<file path="config.mk">
export PLATFORM = sky130hd
export DESIGN_NAME = cache_rd_arbiter
export DESIGN_NICKNAME = d
export VERILOG_FILES = /design/src/rtl/cache_rd_arbiter.sv
export SDC_FILE = /design/constraint.sdc
export NUM_CORES = 1
export LEC_CHECK = 0
export BUFFER_PORTS_ARGS = -buffer_cell sky130_fd_sc_hd__buf_2
export CORE_AREA = 2 2 85 87
export DETAILED_ROUTE_END_ITERATION = 10
export DIE_AREA = 0 0 87 89
export GPL_TIMING_DRIVEN = 0
export PLACE_DENSITY = 0.76
export REMOVE_ABC_BUFFERS = 1
export SLEW_MARGIN = 20
export SYNTH_ARGS = -nofsm -noshare
export SYNTH_HDL_FRONTEND = slang
export SYNTH_SLANG_ARGS = --single-unit
</file>
<file path="constraint.sdc">
create_clock -name clock -period 5.2 [get_ports clock]
set_clock_uncertainty 0.1 [all_clocks]
set_input_delay 1.3 -clock clock [delete_from_list [all_inputs] [get_ports clock]]
set_output_delay 1.3 -clock clock [all_outputs]
set_load 0.05 [all_outputs]
</file>
<file path="src/rtl/cache_rd_arbiter.sv">
// Shares the single axi_bridge read port between the icache (port 0) and the dcache (port 1).
// One requester is granted at a time, and the grant is held until the bridge signals ret_last.
module cache_rd_arbiter #(
   parameter int FIXED_PRIO = 0,
   parameter int LINE_BEATS = 4
) (
   input  logic        clock,
   input  logic        reset,

   input  logic        i_rd_req,
   input  logic [2:0]  i_rd_type,
   input  logic [31:0] i_rd_addr,
   output logic        i_rd_rdy,
   output logic        i_ret_valid,
   output logic        i_ret_last,
   output logic [31:0] i_ret_data,

   input  logic        d_rd_req,
   input  logic [2:0]  d_rd_type,
   input  logic [31:0] d_rd_addr,
   output logic        d_rd_rdy,
   output logic        d_ret_valid,
   output logic        d_ret_last,
   output logic [31:0] d_ret_data,

   output logic        rd_req,
   output logic [2:0]  rd_type,
   output logic [31:0] rd_addr,
   input  logic        rd_rdy,
   input  logic        ret_valid,
   input  logic        ret_last,
   input  logic [31:0] ret_data,

   output logic        busy,
   output logic        grant,
   output logic        proto_err
);

   localparam logic [1:0] IDLE  = 2'd0;
   localparam logic [1:0] ISSUE = 2'd1;
   localparam logic [1:0] WAIT  = 2'd2;

   logic [1:0]  state;
   logic        last_grant;
   logic [7:0]  beat_cnt;
   logic [7:0]  exp_beats;

   logic        in_issue;
   logic        in_wait;
   logic        sel_req;
   logic [2:0]  sel_type;
   logic [31:0] sel_addr;
   logic        pick_d;
   logic [7:0]  next_cnt;
   logic [7:0]  req_beats;

   // On a tie, round-robin hands the bridge to whichever port did not finish last.
   assign pick_d    = d_rd_req && (!i_rd_req || (FIXED_PRIO != 0) || !last_grant);

   assign in_issue  = (state == ISSUE);
   assign in_wait   = (state == WAIT);
   assign sel_req   = grant ? d_rd_req  : i_rd_req;
   assign sel_type  = grant ? d_rd_type : i_rd_type;
   assign sel_addr  = grant ? d_rd_addr : i_rd_addr;
   assign next_cnt  = beat_cnt + 8'd1;
   assign req_beats = (sel_type == 3'b100) ? 8'(LINE_BEATS) : 8'd1;

   assign rd_req    = in_issue & sel_req;
   assign rd_type   = in_issue ? sel_type : 3'd0;
   assign rd_addr   = in_issue ? sel_addr : 32'd0;
   assign i_rd_rdy  = in_issue & ~grant & rd_rdy;
   assign d_rd_rdy  = in_issue &  grant & rd_rdy;

   assign i_ret_valid = in_wait & ~grant & ret_valid;
   assign i_ret_last  = in_wait & ~grant & ret_last;
   assign d_ret_valid = in_wait &  grant & ret_valid;
   assign d_ret_last  = in_wait &  grant & ret_last;
   assign i_ret_data  = ret_data;
   assign d_ret_data  = ret_data;

   assign busy = in_issue | in_wait;

   always_ff @(posedge clock or negedge reset) begin
      if (!reset) begin
         state      <= IDLE;
         grant      <= 1'b0;
         last_grant <= 1'b0;
         beat_cnt   <= 8'd0;
         exp_beats  <= 8'd0;
         proto_err  <= 1'b0;
      end else begin
         case (state)
            IDLE: begin
               if (ret_valid)
                  proto_err <= 1'b1;
               if (i_rd_req || d_rd_req) begin
                  grant <= pick_d;
                  state <= ISSUE;
               end
            end
            ISSUE: begin
               if (ret_valid)
                  proto_err <= 1'b1;
               // A request withdrawn before acceptance does not count as a turn.
               if (sel_req && rd_rdy) begin
                  exp_beats <= req_beats;
                  beat_cnt  <= 8'd0;
                  state     <= WAIT;
               end else if (!sel_req) begin
                  state <= IDLE;
               end
            end
            WAIT: begin
               if (ret_valid) begin
                  beat_cnt <= next_cnt;
                  if (ret_last) begin
                     if (next_cnt != exp_beats)
                        proto_err <= 1'b1;
                     last_grant <= grant;
                     state      <= IDLE;
                  end else if (next_cnt >= exp_beats) begin
                     proto_err <= 1'b1;
                  end
               end
            end
            default: state <= IDLE;
         endcase
      end
   end

endmodule

</file>
[Word level (Yosys, flattened, before mapping)]
Cells that the tools add are included.
Storage, ports and cells
  logic and storage cells: 70
  bits of input ports: 109
  bits in registers: 21
Operators by class
  $add $sub $neg: 1
  bitwise logic cells: 13
  reduce and logical (&&, ||, !) cells: 16
  muxes and demuxes: 21
  equal/unequal tests: 12
  magnitude comparators: 1
Operators by type and width (number)
  $mux 32: 2
  $mux 8: 2
  $pmux 8 s2: 1
  $and 1x1->1: 11
  $mux 2: 5
  $mux 3: 3
  $ne 3x2->1 const B: 3
  $add 8x1->8 const B: 1
  $ge 8x8->1: 1
  $ne 8x8->1: 1
  $mux 1: 6
  $ne 2x2->1 const B: 3
  $pmux 2 s3: 1
  $reduce_and 3->1: 2
  $reduce_and 5->1: 1
  $ne 2x1->1 const B: 2
  $reduce_and 2->1: 2
  $reduce_and 4->1: 1
  $reduce_bool 2->1: 2
  $eq 3x3->1 const B: 1
  $eq 2x1->1 const B: 1
  $eq 2x2->1 const B: 1
  $logic_and 1x1->1: 2
  $logic_not 1->1: 2
  other kinds (6): 7

[Longest topological paths before layout]
Gate-level depths: netlist of the first run.
  depth in word-level cells: 6
  gate-level depth with buffers: 7
  mapped depth without buffers: 7

[Worst setup path after synthesis of the first run]
Ideal clock, no wire load.
  path type: in2out
  start: input ret_valid
  end: output i_ret_valid
  data required time: 3.800 ns
  cell stages on the path: 3
  arrival time: 2.372 ns
  setup slack: 1.428 ns
  cell sequence: and2_1 > buf_2 > nor2b_1
Between the ends
  cells in the longest elaborated chain, start to end: 1
Ends and longest elaborated chain
  start: declaration: line 30  | input logic ret_valid,
  $and 1x1->1: line 74  | assign i_ret_valid = in_wait & ~grant & ret_valid;
  end: declaration: line 14  | output logic i_ret_valid,
No other way between the ends.

[Worst setup path after layout of the first run]
Same ends and word-level chain as after synthesis.

==> impl.org, run 1 <==
** Setup path
- Critical path type :: input port to output port
- Worst path arrival time :: 2340 ps
- On the critical path, the stage with the largest delay is an instance of sky130_fd_sc_hd__and2_1.
- Most used cell, CP :: sky130_fd_sc_hd__buf_2
- Bufs and invs on worst path :: 2
- Grouping stages by cell kind, the critical path spends the most delay in simple AND/OR/NAND/NOR gates.
- Reg-to-reg setup timing slack :: 2750 ps
- Traced cell by cell, the critical path runs through buf_2 > and2_1 > nor2b_1 > buf_2.
- Data on the critical path is required at its endpoint by 3800 ps.
- The endpoint identified for the worst register-to-register timing path is proto_err.
- Along the worst path, the maximum fanout reaches 13.
- Type of element launching the critical path :: input port
- Maximum single-stage delay on the critical path :: 430 ps
- In this run the critical register-to-register path is launched from beat_cnt[0].
- Crit path capture type :: output port
- For the worst flop-to-flop path, the logic depth is 7.

** Route
- Via-per-instance ratio :: 5.01
- For this run, design rule violations remaining after detail routing come to 0.
- Vias :: 1,948
- Average wire per standard cell :: 19.5 um
- Number of optimization iterations in the first detailed-route pass :: 4
- In this run, the number of DRC markers left after iteration 0 of detailed routing was 111.
- Antenna viol nets, final :: 0
- Summed over all layers, the routed wires come to 7570 um.

** Run status
- The flow ran to the end, and the final reports show no timing, DRC or antenna violations.

** Synthesis
- By area the synthesized netlist is led by sky130_fd_sc_hd__buf_4 (23%), sky130_fd_sc_hd__dfrtp_1 (17%), sky130_fd_sc_hd__mux2i_1 (16%).
- Per-instance average area after synthesis :: 8.23 um^2
- Synthesis produced a netlist whose cell count is 261.
- During synthesis, Yosys emitted a total of 0 warnings.
- Netlist Area Pre-Place :: 2150 um^2
- Counting flops and latches in the post-synthesis netlist gives 15.
- Of the synthesized area, sequential elements account for 0.175.
- Of the post-synthesis cell area, the dominant cell type holds 0.227.
- Counting distinct cell types in the post-synthesis netlist gives 38.
- Ranked by instance count, the synthesized netlist is headed by sky130_fd_sc_hd__buf_4 (65), sky130_fd_sc_hd__nor2b_1 (39), sky130_fd_sc_hd__mux2i_1 (35).
- The most used flip-flop cell after synthesis is sky130_fd_sc_hd__dfrtp_1.
- Leading cell type by number of instances after synthesis :: sky130_fd_sc_hd__buf_4
- After synthesis, the share of flip-flops with an asynchronous set or reset is 1.00.
- Counting flops with a built-in enable in the synthesized netlist gives 0.
- sky130_fd_sc_hd__buf_4 takes more of the synthesized area than any other cell.

** Final layout
- Compared with the post-synthesis result, the final layout area differs by 10.1%.
- Final std cell area, no fill :: 2360 um^2
- Fill cell total of the finished layout :: 678
- Antenna diode count :: 0
- Layout cells sized above 1 :: 0.424
- The final layout contains 426 nets.
- Sequential Area :: 377 um^2
- Combined area of the multi-input logic cells :: 1190 um^2

** Timing
- Subtracting the final worst setup slack from the clock period gives 3740 ps.
- Setup violation total in the final timing report :: 0
- Setup repair after global routing left no endpoint under its margin.
- Actual slew at the worst max-slew pin :: 573 ps
- Final Max Tran Viols :: 0
- Summed over all failing endpoints, the final setup total negative slack is 0 ps.
- The final number of hold-violating endpoints was 0.
- Worst rel slew slack :: 0.618
- Period utilization :: 0.719
- For this run, the top clock speed supported by timing is 268 MHz.

** Global routing
- The first global-routing pass estimated 10,400 um of wire.
- Global routing usage summed across all routing layers :: 0.180
- Entering global routing, the biggest net connects 44 pins.
- Global routing finished with a remaining overflow of 0.
- Number of antenna violations at the first check in global routing :: 0
- The via count of the first global-routing pass is 1,797.

** Floorplan
- Cell Rows :: 30
- Die outline width :: 87 um
- 218 I/O pins were placed.
- The initial utilization of the core area, before any placement, comes to 0.320.
- Die boundary height :: 89 um
- Die area :: 7740 um^2
- The core region is 6720 um^2.

** Power
- Total power consumption of the routed design :: 1.44 mW
- Max IR drop VDD :: 276 uV
- In this run the power density over the cells is 610 nW/um^2.
- For this design the static power due to leakage is 1.34 nW.

** Clock network
- Number of buffers inserted for hold repair after clock tree synthesis :: 0
- Clock-pin slew reported for the worst setup and hold paths after clock tree synthesis :: 60 ps
- The number of setup buffers added after CTS is 0.
- Inserted Clock Buffers :: 3
- Sinks on Clock Net :: 15
- Latest clock arrival within the worst-skew pair :: 260 ps
- The tree is rooted in a sky130_fd_sc_hd__clkbuf_8.
- Once the clock tree was built, the resizer swapped 0 gates to a different size.
- Longest Clk Path Bufs :: 2
- TritonCTS clock tree :: yes
- CTS built an H-tree with a depth of 1.

** Min path
- Startpoint of the lowest-slack hold path :: exp_beats[0]
- The path with the worst hold slack has its endpoint at exp_beats[0].
- In this run the worst hold path is classified as flip-flop to flip-flop.
- Along the worst hold path, the cell count comes to 1.

** Placed design
- Final estimated routing congestion in global placement :: 0.782
- Buffers placed on the I/O ports in this run total 121.
- Detail Placement HPWL :: 6150 um
- Placement Cell Area :: 2320 um^2

** Run
- Count of max-cap constraint violations :: 0
cell usage in the layout, fill, tap and decap left out, types with 2 or more instances in the layout:
cell type	synthesis	routed
sky130_fd_sc_hd__buf_2	5	121
sky130_fd_sc_hd__nor2b_1	39	39
sky130_fd_sc_hd__mux2i_1	35	35
sky130_fd_sc_hd__dfrtp_1	15	14
sky130_fd_sc_hd__a31oi_1	9	9
sky130_fd_sc_hd__inv_1	8	8
sky130_fd_sc_hd__nand2_1	8	8
sky130_fd_sc_hd__nand3_1	7	7
sky130_fd_sc_hd__nor2_1	6	6
sky130_fd_sc_hd__a21oi_1	6	6
sky130_fd_sc_hd__ha_1	7	6
sky130_fd_sc_hd__and3_1	4	4
sky130_fd_sc_hd__o21ai_0	4	4
sky130_fd_sc_hd__nand4_1	3	3
sky130_fd_sc_hd__nand2b_1	3	3
sky130_fd_sc_hd__clkbuf_8	0	3
sky130_fd_sc_hd__and2_1	2	2
sky130_fd_sc_hd__a21bo_1	2	2
sky130_fd_sc_hd__nand3b_1	2	2
sky130_fd_sc_hd__a211o_1	2	2
sky130_fd_sc_hd__o211ai_1	2	2
sky130_fd_sc_hd__xnor2_1	2	2
sky130_fd_sc_hd__and4_1	2	2
sky130_fd_sc_hd__a41oi_1	2	2
sky130_fd_sc_hd__mux2_2	2	2
registers in the layout (all words and copies together) (netlist names):
register,cells
beat_cnt,8
exp_beats,2
state,2
grant,1
last_grant,1
proto_err,1
routing by layer:
| metal | part of all wire | GRT usage |
|---|---|---|
| met2 | 0.41 | 0.219 |
| met1 | 0.42 | 0.240 |
| met3 | 0.15 | 0.132 |
| met5 | 0.0082 | 0.0779 |
| met4 | 0.011 | 0.0469 |
stage by stage:
stage | cells | worst slack, ps | hold WS, ps | util
after floorplan | 183 | 1090 | 354 | -
after global placement | 384 | 1190 | 369 | 0.342
after detailed placement | 385 | 1480 | 374 | 0.345
after CTS | 389 | 1470 | 388 | 0.352
after global routing | 389 | 1380 | 421 | 0.352
final | 389 | 1460 | 383 | 0.352
kinds of logic after synthesis:
logic type | Yosys count | synth area share
AND/OR/NAND/NOR | 81 | 0.221
buffers and inverters | 86 | 0.274
AO/OA/AOI/OAI | 32 | 0.101
flip-flops | 15 | 0.175
adder cells (fa/ha/maj) | 7 | 0.0408
XOR/XNOR | 2 | 0.00816
multiplexers | 38 | 0.181
worst register-to-register path, cell delays in order (launching register included):
cell and delay (ps):
sky130_fd_sc_hd__dfrtp_1 410, sky130_fd_sc_hd__ha_1 290, sky130_fd_sc_hd__nor2b_1 170, sky130_fd_sc_hd__or2_2 300, sky130_fd_sc_hd__ha_1 310, sky130_fd_sc_hd__a211o_1 260, sky130_fd_sc_hd__a221oi_1 290, sky130_fd_sc_hd__a41oi_1 180
how the worst max path moves through the flow:
stage	slack (ps)	startpoint	to	depth (start not counted)
4_1_cts	1470	ret_valid	i_ret_valid	4
3_3_place_gp	1190	grant	rd_req	4
6_report	1460	ret_valid	i_ret_valid	4
3_5_place_dp	1480	ret_valid	i_ret_valid	4
5_1_grt	1380	ret_valid	i_ret_valid	4
2_1_floorplan	1090	grant	rd_addr[0]	2
report_power, final:
part | switching (mW) | internal [mW] | total, mW
clock network | 0.0448 | 0.0544 | 0.0992
registers | 0.0541 | 0.150 | 0.204
logic | 0.789 | 0.351 | 1.14
total | 0.888 | 0.555 | 1.44
layout make-up:
cell class	count	area share
multi-input combinational	160	0.502
clock buffer	4	0.0190
tap	80	0.0423
timing repair buffer	122	0.265
inverter	8	0.0127
sequential	15	0.159
(Power assumes the default switching activity.)
==> run 2: changes to the inputs <==
--- a/config.mk
+++ b/config.mk
@@ -5,10 +5,11 @@
 export SDC_FILE = /design/constraint.sdc
 export NUM_CORES = 1
 export LEC_CHECK = 0
+export ABC_AREA = 1
 export BUFFER_PORTS_ARGS = -buffer_cell sky130_fd_sc_hd__buf_2
-export CORE_AREA = 2 2 85 87
+export CORE_AREA = 2 2 84 86
 export DETAILED_ROUTE_END_ITERATION = 10
-export DIE_AREA = 0 0 87 89
+export DIE_AREA = 0 0 86 88
 export GPL_TIMING_DRIVEN = 0
 export PLACE_DENSITY = 0.76
 export REMOVE_ABC_BUFFERS = 1
==> constraint.sdc (replaced) <==
create_clock -name clock -period 3.4 [get_ports clock]
set_clock_uncertainty 0.1 [all_clocks]
set_input_delay 0.85 -clock clock [delete_from_list [all_inputs] [get_ports clock]]
set_output_delay 0.85 -clock clock [all_outputs]
set_load 0.05 [all_outputs]
==> run 2 against run 1 <==
Effect of this change:
- die area is 2.3% lower
- sequential cell count stayed put
- core utilization is 3.3 points lower
- register-to-register slack worse by 1300 ps
- design area is 10% lower
- highest routed layer unchanged
- largest cell class unchanged
- critical path depth is 2 higher
- area after synthesis is 12% lower
- largest power group unchanged
- synthesized cell count is 0.77% lower
- global-route usage is 0.60 points higher
- combinational power is 56% higher
==> impl.org, run 2 <==
** Run status
- Outcome :: completed

** Synthesis
- After synthesis, the share of flip-flops with an asynchronous set or reset is 1.00.
- By count the netlist is led by sky130_fd_sc_hd__buf_4 (64), sky130_fd_sc_hd__nand2_1 (51), sky130_fd_sc_hd__a22o_1 (32).
- Number of enable flip-flop cells after synthesis :: 0
- After synthesis, the cell types taking the most area are sky130_fd_sc_hd__buf_4 (25%), sky130_fd_sc_hd__dfrtp_1 (20%), sky130_fd_sc_hd__a22o_1 (15%).
- Number of cells produced by synthesis :: 259
- Prevailing post-synth register cell :: sky130_fd_sc_hd__dfrtp_1
- Averaged over all synthesized cells, the footprint is 7.28 um^2.
- sky130_fd_sc_hd__buf_4 takes more of the synthesized area than any other cell.
- Share of the yosys chip area belonging to registers :: 0.199
- Synthesis inferred 15 register bits.
- Summing every instance area after synthesis gives 1890 um^2.
- Yosys printed 0 warnings.
- Of the post-synthesis cell area, the dominant cell type holds 0.255.
- The netlist uses 25 different library cells.
- Yosys instantiated no cell more often than sky130_fd_sc_hd__buf_4.

** Setup path
- Crit path capture type :: output port
- Slowest-stage cell, CP :: sky130_fd_sc_hd__clkinvlp_4
- Of all nets on the critical path, the largest fanout is 32.
- For the worst setup path, the data required time is 2450 ps.
- Worst path arrival time :: 2310 ps
- Reg-to-reg setup timing slack :: 1420 ps
- Maximum single-stage delay on the critical path :: 500 ps
- Type of element launching the critical path :: flip-flop
- Traced cell by cell, the critical path runs through inv_1 > ha_1 > nand2_1 > clkinvlp_4 > a22o_1 > buf_2.
- Critical path type :: flip-flop to output port

** Final layout
- In the layout the commonest cells are sky130_fd_sc_hd__buf_2 (121), sky130_fd_sc_hd__nand2_1 (51), sky130_fd_sc_hd__a22o_1 (32), sky130_fd_sc_hd__inv_1 (21), sky130_fd_sc_hd__nand3_1 (17).
- The register with the most flip-flops in the layout has 8 of them.
- Final core utilization :: 0.319
- The final layout contains 429 nets.
- Sequential Area :: 375 um^2
- Counting flops per register, the top entry is beat_cnt.
- The largest registers in the layout are beat_cnt x8, exp_beats x2, state x2.
- The library cell used most frequently in the layout, excluding fill and tap cells, is sky130_fd_sc_hd__buf_2.
- Of the cells placed in the final design, the portion with a size suffix greater than 1 is 0.426.
- Fill cell total of the finished layout :: 707
- Combined area of the multi-input logic cells :: 893 um^2
- The area growth from synthesis to layout is 12.5%.
- Once layout is done, the placed cells without fillers occupy 2120 um^2.

** Clock network
- The clock drives 15 sinks.
- In this run the number of H-tree levels came out at 1.
- Inserted Clock Buffers :: 3
- After clock tree synthesis, the clock-pin slew on the worst setup and hold paths is 70 ps.
- Post-CTS setup-driven buffer insertion count :: 0
- Buffers inserted to repair hold after CTS numbered 0.
- TritonCTS clock tree :: yes
- Clock root buffer :: sky130_fd_sc_hd__clkbuf_8
- Longest Clk Path Bufs :: 2
- Latest clock arrival within the worst-skew pair :: 250 ps

** Route
- Wires add up to 7700 um.
- Via-per-instance ratio :: 5.00
- The pre-antenna-repair detailed-routing pass consisted of 4 iterations.
- Count of routing violations after the opening detailed-route iteration :: 151
- Final routed DRC violation total :: 0
- Antenna viol nets, final :: 0
- After detailed routing, the average wire length per cell comes to 19.6 um.
- Vias :: 1,965

** Floorplan
- The die is 86 um wide.
- The region available for standard cell placement spans 6640 um^2.
- For this design the top-level I/O count stands at 218.
- The floorplan has 30 rows.
- Die area :: 7570 um^2
- Starting Density :: 0.284
- Die boundary height :: 88 um

** Timing
- Setup total negative slack :: 0 ps
- Period utilization :: 0.960
- Worst rel slew slack :: 0.636
- Static timing analysis puts the maximum clock frequency at 306 MHz.
- At the pin with the least slew margin, the transition time is 545 ps.
- Time the final worst path needs with I/O delays and setup :: 3260 ps
- Setup violation total in the final timing report :: 0
- Setup repair after global routing missed its margin :: no
- Final Max Tran Viols :: 0
- Final hold viol count :: 0

** Global routing
- GR met1 Demand/Resource :: 0.241
- Met3 track demand over resource :: 0.163
- Global-route met2 utilization :: 0.215
- The first global-routing pass estimated 10,600 um of wire.
- Largest net degree at the start of global routing :: 33
- Number of antenna violations at the first check in global routing :: 2
- For this run, the total global-route usage over all layers was measured as 0.186.
- The via count of the first global-routing pass came to 1,749.
- met1 is the most crowded layer.
- For this run the aggregate overflow at the end of global routing stands at 0.

** Power
- Total power consumption of the routed design :: 2.19 mW
- Power density normalized to cell area :: 1030 nW/um^2
- VDD sags by at most 559 uV.
- The analysis attributes to cell leakage a power of 1.26 nW.

** Placed design
- Placement Cell Area :: 2060 um^2
- The wire-length estimate of the detail-placed layout is 6310 um.
- At the end of routability-driven placement, the weighted congestion stood at 0.866.
- In this run the tool buffered the top-level ports with 121 buffer cells.

** Run
- Max-cap violations in this run came to 0.

** Min path
- Hold crit path type :: flip-flop to flip-flop
run 2: final cells by class:
cell class	instances	area share
Multi-Input combinational cell	148	0.421
Timing Repair Buffer	121	0.286
Sequential cell	15	0.177
Tap cell	80	0.0472
Inverter	24	0.0460
Clock buffer	3	0.0195
Clock inverter	1	0.00236
Antenna cell	1	0.00118
run 2: worst paths after layout:
path,cells after the start,to,startpoint
max in group asynchronous,1,grant,reset
worst min register to register,2,proto_err,proto_err
min in group asynchronous,1,proto_err,reset
worst min-delay path,2,proto_err,proto_err
worst max register to register,9,proto_err,beat_cnt[0]
worst max-delay path,6,rd_addr[1],state[1]
run 2: kinds of logic (layout without fill, tap and decap cells):
kind of cell	after synthesis	count (layout)	share of synthesized area
compound gates	47	47	0.205
simple gates	91	91	0.207
buf+inv	96	149	0.327
flops	15	15	0.199
fa+ha+maj	7	7	0.0464
other cells	0	1	0
mux	2	2	0.0106
xor+xnor	1	1	0.00465
run 2: metrics by stage:
stage / hold WS, ps / setup slack (ps) / instances
6_report: 376 / 136 / 393
5_1_grt: 426 / 30.6 / 392
4_1_cts: 377 / 1.68 / 392
3_5_place_dp: 353 / 242 / 388
3_3_place_gp: 350 / 302 / 388
2_1_floorplan: 353 / 396 / 187
run 2: power by group:
group | internal (mW) | switching (mW)
clock | 0.0813 | 0.0685
sequential | 0.216 | 0.0430
combinational | 0.440 | 1.34
total | 0.737 | 1.45
run 2: worst max-delay path: cells and delay by family (launching register included):
kind	cells	cell delay, ps
buffers and inverters	3	790
adders and majority gates	1	250
and+or+nand+nor	1	220
DFF	1	380
AOI/OAI and AO/OA	1	400
run 2: per-layer routing:
metal | wire, um | vias to the layer above
li1 | - | 906
met1 | 3360 | 923
met2 | 3060 | 121
met3 | 1150 | 11
met4 | 76 | 4
met5 | 45 | -
run 2: repair_timing:
| item | CTS | global route |
|---|---|---|
| endpoints found under the hold margin | 0 | 0 |
| gates resized for setup | 1 | 1 |
| setup endpoints to repair | 1 | 32 |
